--- src/rtl/opcode_encoder.sv ---
// Debounced push-button front end producing one held 3-bit opcode per accepted press.
// Define OPCODE_ENC_DEBOUNCE_EN to enable per-button debounce counters (otherwise a single register stage).
module opcode_encoder #(
   parameter int DEBOUNCE_CYCLES = 16,
   parameter int HOLD_CYCLES     = 4
) (
   input  logic       clk,
   input  logic       reset,
   input  logic       btn_number,
   input  logic       btn_enter,
   input  logic [3:0] btn_op,
   output logic [2:0] opcode,
   output logic       valid,
   output logic       busy,
   output logic       overrun
);

   localparam int HW = $clog2(HOLD_CYCLES + 1);

   localparam logic [1:0] S_IDLE    = 2'd0;
   localparam logic [1:0] S_EMIT    = 2'd1;
   localparam logic [1:0] S_RELEASE = 2'd2;

   // Bit order: [0] number, [1] enter, [5:2] operators 0..3
   logic [5:0] raw;
   logic [5:0] sync1_q, sync2_q;
   logic [5:0] level_q, level_d;
   logic [5:0] press;

   assign raw = {btn_op, btn_enter, btn_number};

   always_ff @(posedge clk) begin
      if (reset) begin
         sync1_q <= '0;
         sync2_q <= '0;
         level_q <= '0;
      end else begin
         sync1_q <= raw;
         sync2_q <= sync1_q;
         level_q <= level_d;
      end
   end

`ifdef OPCODE_ENC_DEBOUNCE_EN
   localparam int DW = $clog2(DEBOUNCE_CYCLES + 1);

   genvar gi;
   generate
      for (gi = 0; gi < 6; gi++) begin : g_deb
         logic [DW-1:0] cnt_q, cnt_d;
         logic          lvl_d;

         // The level flips on the edge after the counter has reached DEBOUNCE_CYCLES.
         always_comb begin
            cnt_d = cnt_q;
            lvl_d = level_q[gi];
            if (sync2_q[gi] == level_q[gi]) begin
               cnt_d = '0;
            end else if (cnt_q == DW'(DEBOUNCE_CYCLES)) begin
               lvl_d = sync2_q[gi];
               cnt_d = '0;
            end else begin
               cnt_d = cnt_q + DW'(1);
            end
         end

         always_ff @(posedge clk) begin
            if (reset) cnt_q <= '0;
            else       cnt_q <= cnt_d;
         end

         assign level_d[gi] = lvl_d;
      end
   endgenerate
`else
   logic unused_debounce;
   assign unused_debounce = ^DEBOUNCE_CYCLES;
   assign level_d         = sync2_q;
`endif

   // Press detection looks at the level being loaded so the FSM reacts on the same edge.
   assign press = level_d & ~level_q;

   logic [1:0]    state_q, state_d;
   logic [HW-1:0] hold_q, hold_d;
   logic [2:0]    opcode_q, opcode_d;
   logic          valid_q, valid_d;
   logic          busy_q, busy_d;
   logic          overrun_q, overrun_d;
   logic [2:0]    sel_code;

   always_comb begin
      sel_code = 3'b000;
      if      (press[1]) sel_code = 3'b010;
      else if (press[0]) sel_code = 3'b001;
      else if (press[2]) sel_code = 3'b100;
      else if (press[3]) sel_code = 3'b101;
      else if (press[4]) sel_code = 3'b110;
      else if (press[5]) sel_code = 3'b111;
   end

   always_comb begin
      state_d   = state_q;
      hold_d    = hold_q;
      opcode_d  = opcode_q;
      overrun_d = 1'b0;
      case (state_q)
         S_IDLE: begin
            if (|press) begin
               state_d  = S_EMIT;
               opcode_d = sel_code;
               hold_d   = HW'(HOLD_CYCLES);
            end
         end
         S_EMIT: begin
            overrun_d = |press;
            if (hold_q == HW'(1)) begin
               state_d  = S_RELEASE;
               opcode_d = 3'b000;
            end else begin
               hold_d = hold_q - HW'(1);
            end
         end
         S_RELEASE: begin
            overrun_d = |press;
            if (level_q == 6'b0) state_d = S_IDLE;
         end
         default: begin
            state_d  = S_IDLE;
            opcode_d = 3'b000;
         end
      endcase
      valid_d = (state_d == S_EMIT);
      busy_d  = (state_d != S_IDLE);
   end

   always_ff @(posedge clk) begin
      if (reset) begin
         state_q   <= S_IDLE;
         hold_q    <= '0;
         opcode_q  <= 3'b000;
         valid_q   <= 1'b0;
         busy_q    <= 1'b0;
         overrun_q <= 1'b0;
      end else begin
         state_q   <= state_d;
         hold_q    <= hold_d;
         opcode_q  <= opcode_d;
         valid_q   <= valid_d;
         busy_q    <= busy_d;
         overrun_q <= overrun_d;
      end
   end

   assign opcode  = opcode_q;
   assign valid   = valid_q;
   assign busy    = busy_q;
   assign overrun = overrun_q;

endmodule

--- config.mk ---
export PLATFORM = sky130hd
export DESIGN_NAME = opcode_encoder
export DESIGN_NICKNAME = d
export VERILOG_FILES = /design/src/rtl/opcode_encoder.sv
export SDC_FILE = /design/constraint.sdc
export NUM_CORES = 1
export LEC_CHECK = 0
export ABC_AREA = 1
export BUFFER_PORTS_ARGS = -buffer_cell sky130_fd_sc_hd__buf_2
export CAP_MARGIN = 5
export CORE_UTILIZATION = 55
export CTS_CLUSTER_DIAMETER = 60
export DETAILED_ROUTE_END_ITERATION = 8
export PLACE_DENSITY = 0.76
export SYNTH_ARGS = -nofsm -noshare
export SYNTH_HDL_FRONTEND = slang
export SYNTH_SLANG_ARGS = --single-unit
--- constraint.sdc ---
create_clock -name clk -period 1.6 [get_ports clk]
set_input_delay 0.32 -clock clk [delete_from_list [all_inputs] [get_ports clk]]
set_output_delay 0.32 -clock clk [all_outputs]
set_load 0.02 [all_outputs]
# Word level (Yosys, flattened, before mapping)
# Index checks and enable logic that the tools add are counted.
# totals
regBits	29
input_bits	8
out_inout_bits	6
word_cells	46
# op_classes
addsub	1
n_eq_ne	7
n_mux	16
n_bitwise	4
reduce_logical	9
# ops
operator	n
$mux W3	10
$pmux W3 S3	1
$and A6 B6 Y6	1
$logic_not A6 Y1	1
$mux W2	3
$ne A2 B2 Y1 const B	3
$not A6 Y6	1
$pmux W2 S3	1
$pmux W3 S2	1
$reduce_and A3 Y1	2
$reduce_or A6 Y1	1
$eq A2 B1 Y1 const B	2
$reduce_bool A2 Y1	2
$reduce_or A2 Y1	2
$eq A3 B1 Y1 const B	1
$sub A3 B1 Y3 const B	1
$eq A2 B2 Y1 const B	1
$logic_not A2 Y1	1
$not A1 Y1	2

# Longest topological paths before layout
# logic_depth
word_depth	10
ltp_mapped	10

# Worst setup path before layout
# Ideal clock, no wire load.
# synth_path
path_type	reg2reg
startpoint	register state_q[1]
endpoint	register hold_q[0]
setup_ns	0.113
arrival_time_ns	1.146
required_time_ns	1.487
slack_ns	0.341
path_stages_with_launch	10
n_path_buf	0
cell_sequence	dfxtp_1 -> inv_1 -> ha_1 -> inv_2 -> a21oi_2 -> inv_2 -> o21ai_2 -> nand2_2 -> o21ai_1 -> nor2_1
# synth_via
elab_chain_len	3
# synth_lines
item	line	source
start, declared	84	logic [1:0] state_q, state_d;
start signal, assigned	146	state_q <= state_d;
$eq A2 B1 Y1 or $logic_not A2 Y1 (tied branches)	107	case (state_q)
$ne A2 B2 Y1 (no line) or $reduce_bool A2 Y1 (tied branches)	--	
$reduce_and A3 Y1 (no line)	--	
end signal, assigned	147	hold_q <= hold_d;
end, declared	85	logic [HW-1:0] hold_q, hold_d;
# Several ways; a longest one is shown, not always the timed one.
# A chain may end at the register's enable or synchronous reset.

# Worst setup path after layout
# layout_path
startpoint	register state_q[1]
endpoint	register hold_q[1]
# The elaborated chain is that of the path after synthesis.

==> reports/summary.txt <==
outcome -> complete, no violations
Slowest-stage cell, CP -> dfxtp_1
Mapped Nets -> 178
drt wl/cell -> 8.573 um
CP Max Fanout -> 4
Cell Area, Placed -> 1313 um^2
CP top delay family -> flip-flops
maximum vdd ir drop -> 0.8662 mV
FF-to-FF setup slack -> 0.15 ns
cell area after synthesis -> 1214 um^2
Worst Setup Path Type -> reg -> reg
average size of a mapped cell -> 7.400 um^2
Reg clk slew, reported paths -> 0.09 ns
Setup TNS Final -> 0 ns
most common cell after layout, fill and taps aside -> inv_1
Clock Latency Late Sink -> 0.33 ns
clock buffer depth -> 2
# diodes -> 0
final setup fails -> 0
first drt pass iteration count -> 4
RSZ-0062 raised after global routing -> false
sequential-to-total area share from yosys stat -> 0.4784
Final #Nets -> 197
leading cell types in the layout, fill and taps excluded -> 36 x inv_1, 34 x nor2_1, 29 x dfxtp_1, 23 x nand2_1, 13 x buf_2
Post-Syn Instances -> 164
number of global-route vias before repair -> 873
core area -> 2022 um^2
P_leak -> 0.7191 nW
actual slew at the worst max-slew pin -> 0.2570 ns
share of post-route cells with drive strength above 1 -> 0.2011
Most common cell on crit path -> inv_2
Detail Route Antenna Nets -> 0
Worst Skew -> 0.008060 ns
Ports -> 14
crit path launch type -> flip-flop
PwrDens -> 1240 nW/um^2
Std-Cell Rows -> 16
1st-iter DRT viols -> 20
Die H -> 48.98 um
setup bufs post-CTS -> 0
Max Fclk -> 691.4 MHz
Die W -> 48.98 um
hpwl dp -> 1.382 mm
CTS tree -> built
minimum clock period -> 1.446 ns
Slew Viols, Final -> 0
CTS Hold Buffers Added -> 0
Synth Warn # -> 0
drt via density -> 4.464
#FFs+latches synth -> 29
die area -> 2399 um^2
Critical Path End Type -> flip-flop
via count -> 942
Initial Util -> 0.6002
Cell variety after synth -> 18
worst hold path class -> in -> reg
Max Cap Viol -> 0
CTS buffer count -> 5
CP cell instances -> inv_1, ha_1, inv_2, a21oi_2, inv_2, o21ai_2, nand2_2, o21ai_1, nor2_1
CTS sink cnt -> 29
Resized Gates After CTS -> 0
pin count of the biggest net entering global routing -> 18
port bufs -> 13
Detailed Route WL -> 1.809 mm
final hold vios -> 0
Final Cell Area -> 1368 um^2
Area growth, synth to finish -> 12.68%
total grt overflow -> 0
Worst EP arrival -> 1.67 ns
total global-route track usage -> 0.1873
initial antenna violation count -> 0
Final GP Congestion -> 0.8414
Buffers & Inverters on Critical Path -> 3
DRC Markers -> 0
Tcrit/Tclk final -> 0.9040
required time of the critical path -> 1.82 ns
first-pass GRT wire length -> 3.243 mm
CTS HTree Levels -> 2
Critical Path Max Stage Delay -> 0.34 ns
clock root buffer -> clkbuf_4
Worst slew margin -> 0.8269
## synthesized netlist by cell type
cell	instances	area (um^2)
o21ai_1	2	10.01
o21ai_2	1	8.760
nor2_4	1	11.26
inv_1	36	135.1
nand2_2	7	43.79
clkbuf_1	2	7.510
o21ai_0	3	15.01
ha_1	6	75.07
inv_2	3	11.26
a21oi_2	1	8.760
or2_2	1	6.260
nand3_1	9	45.04
nand3_4	1	17.52
nor2_1	34	127.6
clkinv_1	1	3.750
dfxtp_1	29	580.6
a21oi_1	4	20.02
nand2_1	23	86.33
## kinds of logic (layout without fill, tap and decap cells)
logic type | Yosys count | after routing | synth area share
compound gates | 11 | 11 | 0.05155
fa+ha+maj | 6 | 6 | 0.06185
buf+inv | 42 | 62 | 0.1299
flops | 29 | 29 | 0.4784
simple gates | 76 | 76 | 0.2783
## path summary, 6_finish.rpt
kind / startpoint / endpoint / cells after the start
hold / removal: btn_number / sync1_q[0] / 3
setup reg to reg: state_q[1] / hold_q[1] / 9
setup / recovery: state_q[1] / hold_q[1] / 9
hold reg to reg: sync1_q[4] / level_d[4] / 2
## layer usage
layer / share of wire / GRT usage
met1: 0.48 / 0.1992
met2: 0.43 / 0.3009
met3: 0.055 / 0.08411
met4: 0.029 / 0.1176
met5: 0 / 0
## tightest hold or removal path: cells and delay by family
kind,cells,cell delay (ns)
buf+inv,2,0.13
simple gates,1,0.03
## sequential cells by signal, indices dropped and copies added (netlist names)
| name | flops |
|---|---|
| busy | 1 |
| sync1_q | 6 |
| hold_q | 3 |
| level_d | 6 |
| state_q | 2 |
| opcode | 3 |
| level_q | 6 |
| overrun | 1 |
| valid | 1 |
## metrics by stage
stage	total power (W)	utilization	hold WS, ns	cells	setup WS [ns]
after floorplan	0.001202	-	0.3883	164	0.3410
after global placement	0.001284	0.6491	0.3918	203	0.2557
after detailed placement	0.001300	0.6491	0.3950	203	0.1891
after CTS	0.001713	0.6764	0.1744	211	0.1640
after global routing	0.001819	0.6764	0.1670	211	0.02699
final	0.001695	0.6764	0.1841	211	0.1536
## layout make-up
cell class / count / area (um^2)
clock buffers: 5 / 37.54
clock inverters: 3 / 17.52
well taps: 27 / 33.78
multi-input cells: 93 / 475.5
inverters: 40 / 150.1
repair buffers: 14 / 72.57
fillers: 176 / 654.4
flip-flops and latches: 29 / 580.6
## power breakdown
| part | internal [W] | switching [W] |
|---|---|---|
| Clock | 0.000165 | 0.000249 |
| Sequential | 0.000800 | 0.0000369 |
| Combinational | 0.000163 | 0.000281 |
| Total | 0.00113 | 0.000567 |
No activity file was read; power rests on OpenSTA's default activity.
